[config.mk]
export PLATFORM = sky130hd
export DESIGN_NAME = router_fifo_flat
export DESIGN_NICKNAME = d
export VERILOG_FILES = /design/src/rtl/router_fifo_if.sv /design/src/rtl/router_fifo.sv /design/src/flat_wrapper.sv
export SDC_FILE = /design/constraint.sdc
export NUM_CORES = 1
export LEC_CHECK = 0
export ABC_AREA = 0
export CAP_MARGIN = 20
export CORE_MARGIN = 5
export CORE_UTILIZATION = 45
export DETAILED_ROUTE_END_ITERATION = 8
export MAX_ROUTING_LAYER = met4
export PLACE_DENSITY_LB_ADDON = 0.25
export SYNTH_ARGS = -nofsm -noshare
export SYNTH_HDL_FRONTEND = slang
export SYNTH_SLANG_ARGS = --single-unit
[constraint.sdc]
create_clock -name clk -period 3.2 [get_ports clk]
set_input_delay 0.64 -clock clk [delete_from_list [all_inputs] [get_ports clk]]
set_output_delay 0.64 -clock clk [all_outputs]
set_load 0.02 [all_outputs]
[src/rtl/router_fifo_if.sv]
// Handshake bundle between the synchronizer/destination side and one router output FIFO.
interface router_fifo_if #(
   parameter int WIDTH = 8
);
   logic             soft_reset;
   logic             write_enb;
   logic             read_enb;
   logic             lfd_state;
   logic [WIDTH-1:0] data_in;
   logic [WIDTH-1:0] data_out;
   logic             full;
   logic             empty;

   modport master (
      output soft_reset, write_enb, read_enb, lfd_state, data_in,
      input  data_out, full, empty
   );

   modport slave (
      input  soft_reset, write_enb, read_enb, lfd_state, data_in,
      output data_out, full, empty
   );
endinterface

[src/rtl/router_fifo.sv]
// Per-port router output FIFO: stores header-tagged bytes and tracks the remaining
// packet length on the read side so idle cycles blank data_out between packets.
module router_fifo #(
   parameter int DEPTH = 16,
   parameter int WIDTH = 8,
   parameter int AW    = $clog2(DEPTH)
) (
   input logic         clk,
   input logic         rst,
   router_fifo_if.slave bus
);
   localparam int PW  = AW + 1;
   localparam int PCW = WIDTH - 2;

   logic [WIDTH:0]   mem_r [DEPTH];
   logic [PW-1:0]    wr_ptr_r;
   logic [PW-1:0]    rd_ptr_r;
   logic [PCW-1:0]   pkt_count_r;
   logic [WIDTH-1:0] data_out_r;

   logic             full_s;
   logic             empty_s;
   logic             wr_accept_s;
   logic             rd_accept_s;
   logic [WIDTH:0]   rd_word_s;
   logic [PCW-1:0]   pkt_count_nxt_s;
   logic [WIDTH-1:0] data_out_nxt_s;

   // Occupancy flags and accept decisions from the pre-edge pointers
   always_comb begin
      empty_s     = (wr_ptr_r == rd_ptr_r);
      full_s      = (wr_ptr_r[AW] != rd_ptr_r[AW]) &&
                    (wr_ptr_r[AW-1:0] == rd_ptr_r[AW-1:0]);
      wr_accept_s = bus.write_enb && !full_s;
      rd_accept_s = bus.read_enb && !empty_s;
      rd_word_s   = mem_r[rd_ptr_r[AW-1:0]];
   end

   // Read-side packet length tracking and data_out next value
   always_comb begin
      pkt_count_nxt_s = pkt_count_r;
      data_out_nxt_s  = data_out_r;
      if (rd_accept_s) begin
         data_out_nxt_s = rd_word_s[WIDTH-1:0];
         if (rd_word_s[WIDTH]) begin
            // header carries payload length; +1 accounts for the trailing parity byte
            pkt_count_nxt_s = rd_word_s[WIDTH-1:2] + PCW'(1);
         end else if (pkt_count_r != {PCW{1'b0}}) begin
            pkt_count_nxt_s = pkt_count_r - PCW'(1);
         end else begin
            pkt_count_nxt_s = pkt_count_r;
         end
      end else if (pkt_count_r == {PCW{1'b0}}) begin
         data_out_nxt_s = {WIDTH{1'b0}};
      end else begin
         data_out_nxt_s = data_out_r;
      end
   end

   // Pointer, counter and output register update with reset/flush priority
   always_ff @(posedge clk) begin
      if (rst) begin
         wr_ptr_r    <= {PW{1'b0}};
         rd_ptr_r    <= {PW{1'b0}};
         pkt_count_r <= {PCW{1'b0}};
         data_out_r  <= {WIDTH{1'b0}};
      end else if (bus.soft_reset) begin
         wr_ptr_r    <= {PW{1'b0}};
         rd_ptr_r    <= {PW{1'b0}};
         pkt_count_r <= {PCW{1'b0}};
         data_out_r  <= {WIDTH{1'b0}};
      end else begin
         if (wr_accept_s) begin
            wr_ptr_r <= wr_ptr_r + PW'(1);
         end else begin
            wr_ptr_r <= wr_ptr_r;
         end
         if (rd_accept_s) begin
            rd_ptr_r <= rd_ptr_r + PW'(1);
         end else begin
            rd_ptr_r <= rd_ptr_r;
         end
         pkt_count_r <= pkt_count_nxt_s;
         data_out_r  <= data_out_nxt_s;
      end
   end

   // Storage array; contents are left as-is on reset since pointers define validity
   always_ff @(posedge clk) begin
      if (!rst && !bus.soft_reset && wr_accept_s) begin
         mem_r[wr_ptr_r[AW-1:0]] <= {bus.lfd_state, bus.data_in};
      end
   end

   assign bus.full     = full_s;
   assign bus.empty    = empty_s;
   assign bus.data_out = data_out_r;
endmodule
[src/flat_wrapper.sv]
// flat-port wrapper written by rule: the top's interface ports become plain ports
module router_fifo_flat 
#(
   parameter int DEPTH = 16,
   parameter int WIDTH = 8,
   parameter int AW    = $clog2(DEPTH)
)
  (clk, rst, bus_soft_reset, bus_write_enb, bus_read_enb, bus_lfd_state, bus_data_in, bus_data_out, bus_full, bus_empty);
  router_fifo_if #(.WIDTH(WIDTH)) bus_i ();
  input logic clk;
  input logic rst;
  input wire logic [$bits(bus_i.soft_reset)-1:0] bus_soft_reset;
  input wire logic [$bits(bus_i.write_enb)-1:0] bus_write_enb;
  input wire logic [$bits(bus_i.read_enb)-1:0] bus_read_enb;
  input wire logic [$bits(bus_i.lfd_state)-1:0] bus_lfd_state;
  input wire logic [$bits(bus_i.data_in)-1:0] bus_data_in;
  output wire logic [$bits(bus_i.data_out)-1:0] bus_data_out;
  output wire logic [$bits(bus_i.full)-1:0] bus_full;
  output wire logic [$bits(bus_i.empty)-1:0] bus_empty;
  assign bus_i.soft_reset = bus_soft_reset;
  assign bus_i.write_enb = bus_write_enb;
  assign bus_i.read_enb = bus_read_enb;
  assign bus_i.lfd_state = bus_lfd_state;
  assign bus_i.data_in = bus_data_in;
  assign bus_data_out = bus_i.data_out;
  assign bus_full = bus_i.full;
  assign bus_empty = bus_i.empty;
  router_fifo #(.DEPTH(DEPTH), .WIDTH(WIDTH), .AW(AW)) u_core (.clk(clk), .rst(rst), .bus(bus_i));
endmodule
# == Yosys cells after proc, flatten, opt, wreduce, memory -nomap -nowiden ==
# Memory sizes are Yosys's and may differ from the RTL's. A register that Yosys moved wholly into a read port is not among the register bits.
# Index checks and enable logic that the tools add are counted.
# word_totals
regBits,24
latchBits,0
mem_bits_rw,144
rom_bits,0
out_inout_bits,10
word_cells,35
memories,1
# mem_list
name,depth,width,read_ports,rd_clocked_by_memory_dff,wr,line_no,rtl
u_core.mem_r,16,9,1,1,1,router_fifo.sv:15,logic [WIDTH:0] mem_r [DEPTH];
# classes
add_sub_neg,4
multipliers,0
n_div,0
magnitude_cmp,0
eq_ne,3
n_shift,0
muxes,8
bitwise_logic,0
n_reduce_logical,15
# ops
cell,count
8-bit 2-to-1 mux,2
6-bit 2-to-1 mux,2
"5-bit by 1-bit adder with 5-bit output, second input constant",2
4-bit 2-to-1 mux,2
"6-bit by 1-bit adder with 6-bit output, second input constant",1
6-bit zero test,1
6-bit nonzero test,1
"6-bit by 1-bit subtractor with 6-bit output, second input constant",1
5-bit == test,1
1-bit logical AND,5
4-bit == test,1
1-bit zero test,4
2-bit nonzero test,2
1-bit 2-to-1 mux,2
2-bit AND reduction,1
2-bit OR reduction,1
1-bit != test,1

# == Longest topological paths before layout ==
# depth
depth_word,7
mapped_depth,11
depth_no_buf,9

# == Worst setup path before layout ==
# No wires, ideal clock.
# synth_timing
path_type,register to register
startpoint,register u_core.wr_ptr_r[3]
endpoint,"memory u_core.mem_r[0][0] (netlist name), enable pin"
setup_time_ns,0.387
t_arrival_ns,1.983
path_slack_ns,0.831
path_stages_with_launch,8
synth_period_minus_slack_ns,2.369
cell_sequence,dfxtp_1 -> buf_2 -> xnor2_1 -> nand4_1 -> o21a_1 -> clkbuf_1 -> nand3_1 -> nor3_1
# synth_via
elab_chain_cells,7
# synth_rtl
element,line_no,rtl
start: declaration,router_fifo.sv:16,logic [PW-1:0] wr_ptr_r;
start signal: assignment,router_fifo.sv:63,wr_ptr_r <= {PW{1'b0}};
start signal: assignment,router_fifo.sv:68,wr_ptr_r <= {PW{1'b0}};
start signal: assignment,router_fifo.sv:74,wr_ptr_r <= wr_ptr_r + PW'(1);
4-bit == test,router_fifo.sv:33,(wr_ptr_r[AW-1:0] == rd_ptr_r[AW-1:0]);
1-bit logical AND,router_fifo.sv:32,full_s = (wr_ptr_r[AW] != rd_ptr_r[AW]) &&
1-bit zero test,router_fifo.sv:34,wr_accept_s = bus.write_enb && !full_s;
1-bit logical AND,router_fifo.sv:34,
1-bit logical AND,router_fifo.sv:90,if (!rst && !bus.soft_reset && wr_accept_s) begin
1-bit 2-to-1 mux,router_fifo.sv:90,
1-bit 2-to-1 mux (not written as such),router_fifo.sv:91,"mem_r[wr_ptr_r[AW-1:0]] <= {bus.lfd_state, bus.data_in};"
end: declaration,router_fifo.sv:15,
# Several ways; a longest one is shown, not always the timed one.

# == Worst setup path after layout ==
# layout_timing
startpoint,register u_core.wr_ptr_r[2]
endpoint,output bus_full
# layout_via
elab_chain_cells,2
# layout_rtl
element,line_no,rtl
4-bit == test,router_fifo.sv:33,
1-bit logical AND,router_fifo.sv:32,
end: declaration,flat_wrapper.sv:18,output wire logic [$bits(bus_i.full)-1:0] bus_full;
# No other way between the ends.

==> impl_metrics.csv <==
group,metric,value,unit
outcome,status,"completed",
final_layout,antenna_cells,0,
route,wirelength,14500,um
route,drc,0,
clock_tree,cts_resized,0,
timing,fin_crit,2.76,ns
timing,fmax,363,MHz
clock_tree,clkTransAtPathRegs,0.06,ns
worst_setup_path,endpoint_kind,"output pin",
clock_tree,worstSkewPairLatency,0.42,ns
global_routing,met3_usage,4.43,%
synthesis,synthFlopType,"edfxtp_1",
synthesis,yosysUniqueCellTypes,44,
floorplanning,dieWidth,134,um
floorplanning,initial_utilization,45.8,%
route,dr.pass1.iters,5,
final_layout,finalNetCount,469,
placement,postPlaceCellArea,7510,sq um
synthesis,ys_warn_count,0,
floorplanning,die_y,134,um
clock_tree,cts_made_buffers,17,
route,drt_iter0_markers,389,
timing,fin_skew,0.00545,ns
global_routing,use_met2,27.3,%
synthesis,synth-compound-area-share,3.95,%
timing,worstMarginPinSlew,0.629,ns
worst_setup_path,crit_type,"reg -> out",
synthesis,synth_top_area_share,62.4,%
synthesis,post_synth_fa_ha_maj_area_fraction,1.44,%
pwr,vdd_drop_max,0.000378,V
placement,dp_slack,0.443,ns
synthesis,seq_area_frac_synth,70.5,%
floorplanning,die_area,18000,sq um
timing,grt_setup_unrepaired,"no",
timing,hold_viol,0,
clock_tree,postCtsSetupRepairBufs,0,
run,max_cap_viol_count,0,
route,num_vias,3709,
timing,maxSlewViolCount,0,
clock_tree,htreeDepth,4,
floorplanning,num_io_pins,24,
synthesis,syn_inst,392,
timing,worst_slack,0.442,ns
clock_tree,clkSinkCount,172,
worst_setup_path,worst_setup_path_start_kind,"flop",
global_routing,grt-busiest-layer,"met2",
synthesis,syn-cell-area,6930,sq um
clock_tree,clockBufferDepth,2,
clock_tree,cts_tree,"built",
synthesis,avgSynthCellArea,17.7,sq um
timing,period_share,86.2,%
worst_setup_path,worst_ep_required_time,2.56,ns
global_routing,use_met1,23.8,%
synthesis,muxShareOfSynthArea,13.8,%
pwr,p_leak,2.58,nW
floorplanning,core_area,15100,sq um
global_routing,grt_start_max_net_pins,25,
synthesis,synth-edff-count,144,
final_layout,stdcell_area,8130,sq um
floorplanning,rows,45,
placement,hpwl,9520,um
global_routing,grt_util_all_layers,17.5,%
placement,routabilityCongestion,0.780,
synthesis,synth.net_count,414,
route,via_per_inst,5.72,
final_layout,synthToLayoutAreaGrowth,17.2,%
placement,numPortBuffers,23,
synthesis,synthXorXnorAreaFrac,2.27,%
global_routing,grt_pass1_vias,3670,
timing,relSlewSlack,58.1,%
clock_tree,root_buffer,"clkbuf_16",
worst_hold_path,hold_path_class,"reg -> reg",
global_routing,antenna_found_initial,0,
worst_setup_path,crit_fanout,11,
synthesis,synth_top_family_by_area,"multiplexers",
final_layout,drive_gt1_share,24.1,%
synthesis,synth_largest_area_cell,"edfxtp_1",
pwr,power_density,577,nW/um^2
route,wl_per_cell,22.4,um
pwr,power,4.69,mW
clock_tree,cts_hold_buf,0,
synthesis,synthTopCellsByArea,"edfxtp_1 62%, mux4_2 14%, dfxtp_1 8.1%, nor2_1 2.0%, ha_1 1.4%",
synthesis,ys_ff_latch,172,
global_routing,grt_pass1_wl,22100,um
timing,fin_tns_setup,0,ns
global_routing,grt-ovfl-total,0,
synthesis,async_flop_share,0,%
route,antenna_left,0,
timing,setup_viol,0,
worst_setup_path,cp.arrival,2.12,ns
synthesis,synth-simple-area-share,5.76,%
==> final cells by class <==
| type | instances | area, sq um |
|---|---|---|
| flip-flops and latches | 172 | 4890 |
| multi-input cells | 194 | 1890 |
| repair buffers | 56 | 490 |
| clock inverters | 12 | 170 |
| clock buffers | 20 | 437 |
| well taps | 188 | 235 |
| fillers | 1156 | 7020 |
| inverters | 6 | 22.5 |
==> logic make-up (layout without fill, tap and decap cells) <==
kind of cell,count (synthesis),after routing
adders and majority gates,8,8
AOI/OAI and AO/OA,38,38
muxes,43,43
DFF,172,172
buffers and inverters,26,94
and+or+nand+nor,87,87
xor gates and xnor gates,18,18
==> stage by stage <==
step / utilization (%) / cells / hold WS [ns]
after floorplan: - / 392 / 0.472
after global placement: 49.6 / 615 / 0.457
after detailed placement: 49.6 / 615 / 0.462
after CTS: 53.6 / 647 / 0.472
after global routing: 53.7 / 648 / 0.492
final: 53.7 / 648 / 0.469
==> placed cells by master (no fill, tap or decap), types with 2 or more instances in the layout <==
cell type and instances:
edfxtp_1 144, mux4_2 42, nor2_1 37, buf_4 32
dfxtp_1 27, clkdlybuf4s50_1 23, clkbuf_16 17, nand2_1 15
nand3_1 11, a21oi_1 11, xnor2_1 10, xor2_1 8
ha_1 8, nor3_1 7, inv_1 6, nand4_1 6
a22o_1 4, a31oi_1 4, bufinv_16 4, clkbuf_1 3
clkinv_2 3, nor2b_1 2, o21a_1 2, nand2b_1 2
o21ai_1 2, a22oi_2 2, o21ai_0 2, a221oi_1 2
a41o_1 2, clkinv_1 2
==> report_power, final <==
group / leakage, nW / switching, mW / internal, mW
combinational: 0.767 / 0.0825 / 0.0581
clock: 0.295 / 0.810 / 1.30
sequential: 1.52 / 0.00765 / 2.43
total: 2.58 / 0.900 / 3.79
==> synth_stat cells (7+ instances only) <==
cell type and instances:
dfxtp_1 28, xor2_1 8, xnor2_1 10, nor2_1 37, nor3_1 7, nand2_1 15, mux4_2 42, nand3_1 11
ha_1 8, clkbuf_1 8, a21oi_1 11, edfxtp_1 144
==> path summary, 6_finish.rpt <==
| check | from | endpoint | slack [ns] | cells past startpoint |
|---|---|---|---|---|
| hold reg to reg | u_core.bus.data_out[7]$_SDFFE_PP0P_ | u_core.bus.data_out[7]$_SDFFE_PP0P_ | 0.47 | 2 |
| setup reg to reg | flop | u_core.pkt_count_r[5]$_SDFFE_PP0P_ | 0.49 | 6 |
| hold / removal | u_core.bus.data_out[7]$_SDFFE_PP0P_ | u_core.bus.data_out[7]$_SDFFE_PP0P_ | 0.47 | 2 |
| setup / recovery | u_core.wr_ptr_r[2]$_SDFFE_PP0P_ | bus_full | 0.44 | 4 |
==> flip-flops by register name, indices dropped and copies added (netlist names), named ones only <==
| signal | flops |
|---|---|
| u_core.bus.data_out | 8 |
| u_core.pkt_count_r | 6 |
| u_core.rd_ptr_r | 5 |
| u_core.mem_r | 144 |
| u_core.wr_ptr_r | 5 |
==> routing by layer <==
metal  share of wire [%]  vias to the layer above
met4                 1.0                        0
met2                  48                      117
met1                  45                     1922
li1                    -                     1655
met3                 5.6                       15
met5                   0                        -
==> worst max-delay path, cell delays in order, from the launching register on <==
cell and delay (ns):
dfxtp_1 0.57, xnor2_1 0.16, nand4_1 0.21, nor2_1 0.15, clkdlybuf4s50_1 0.61
(Power assumes the default switching activity.)
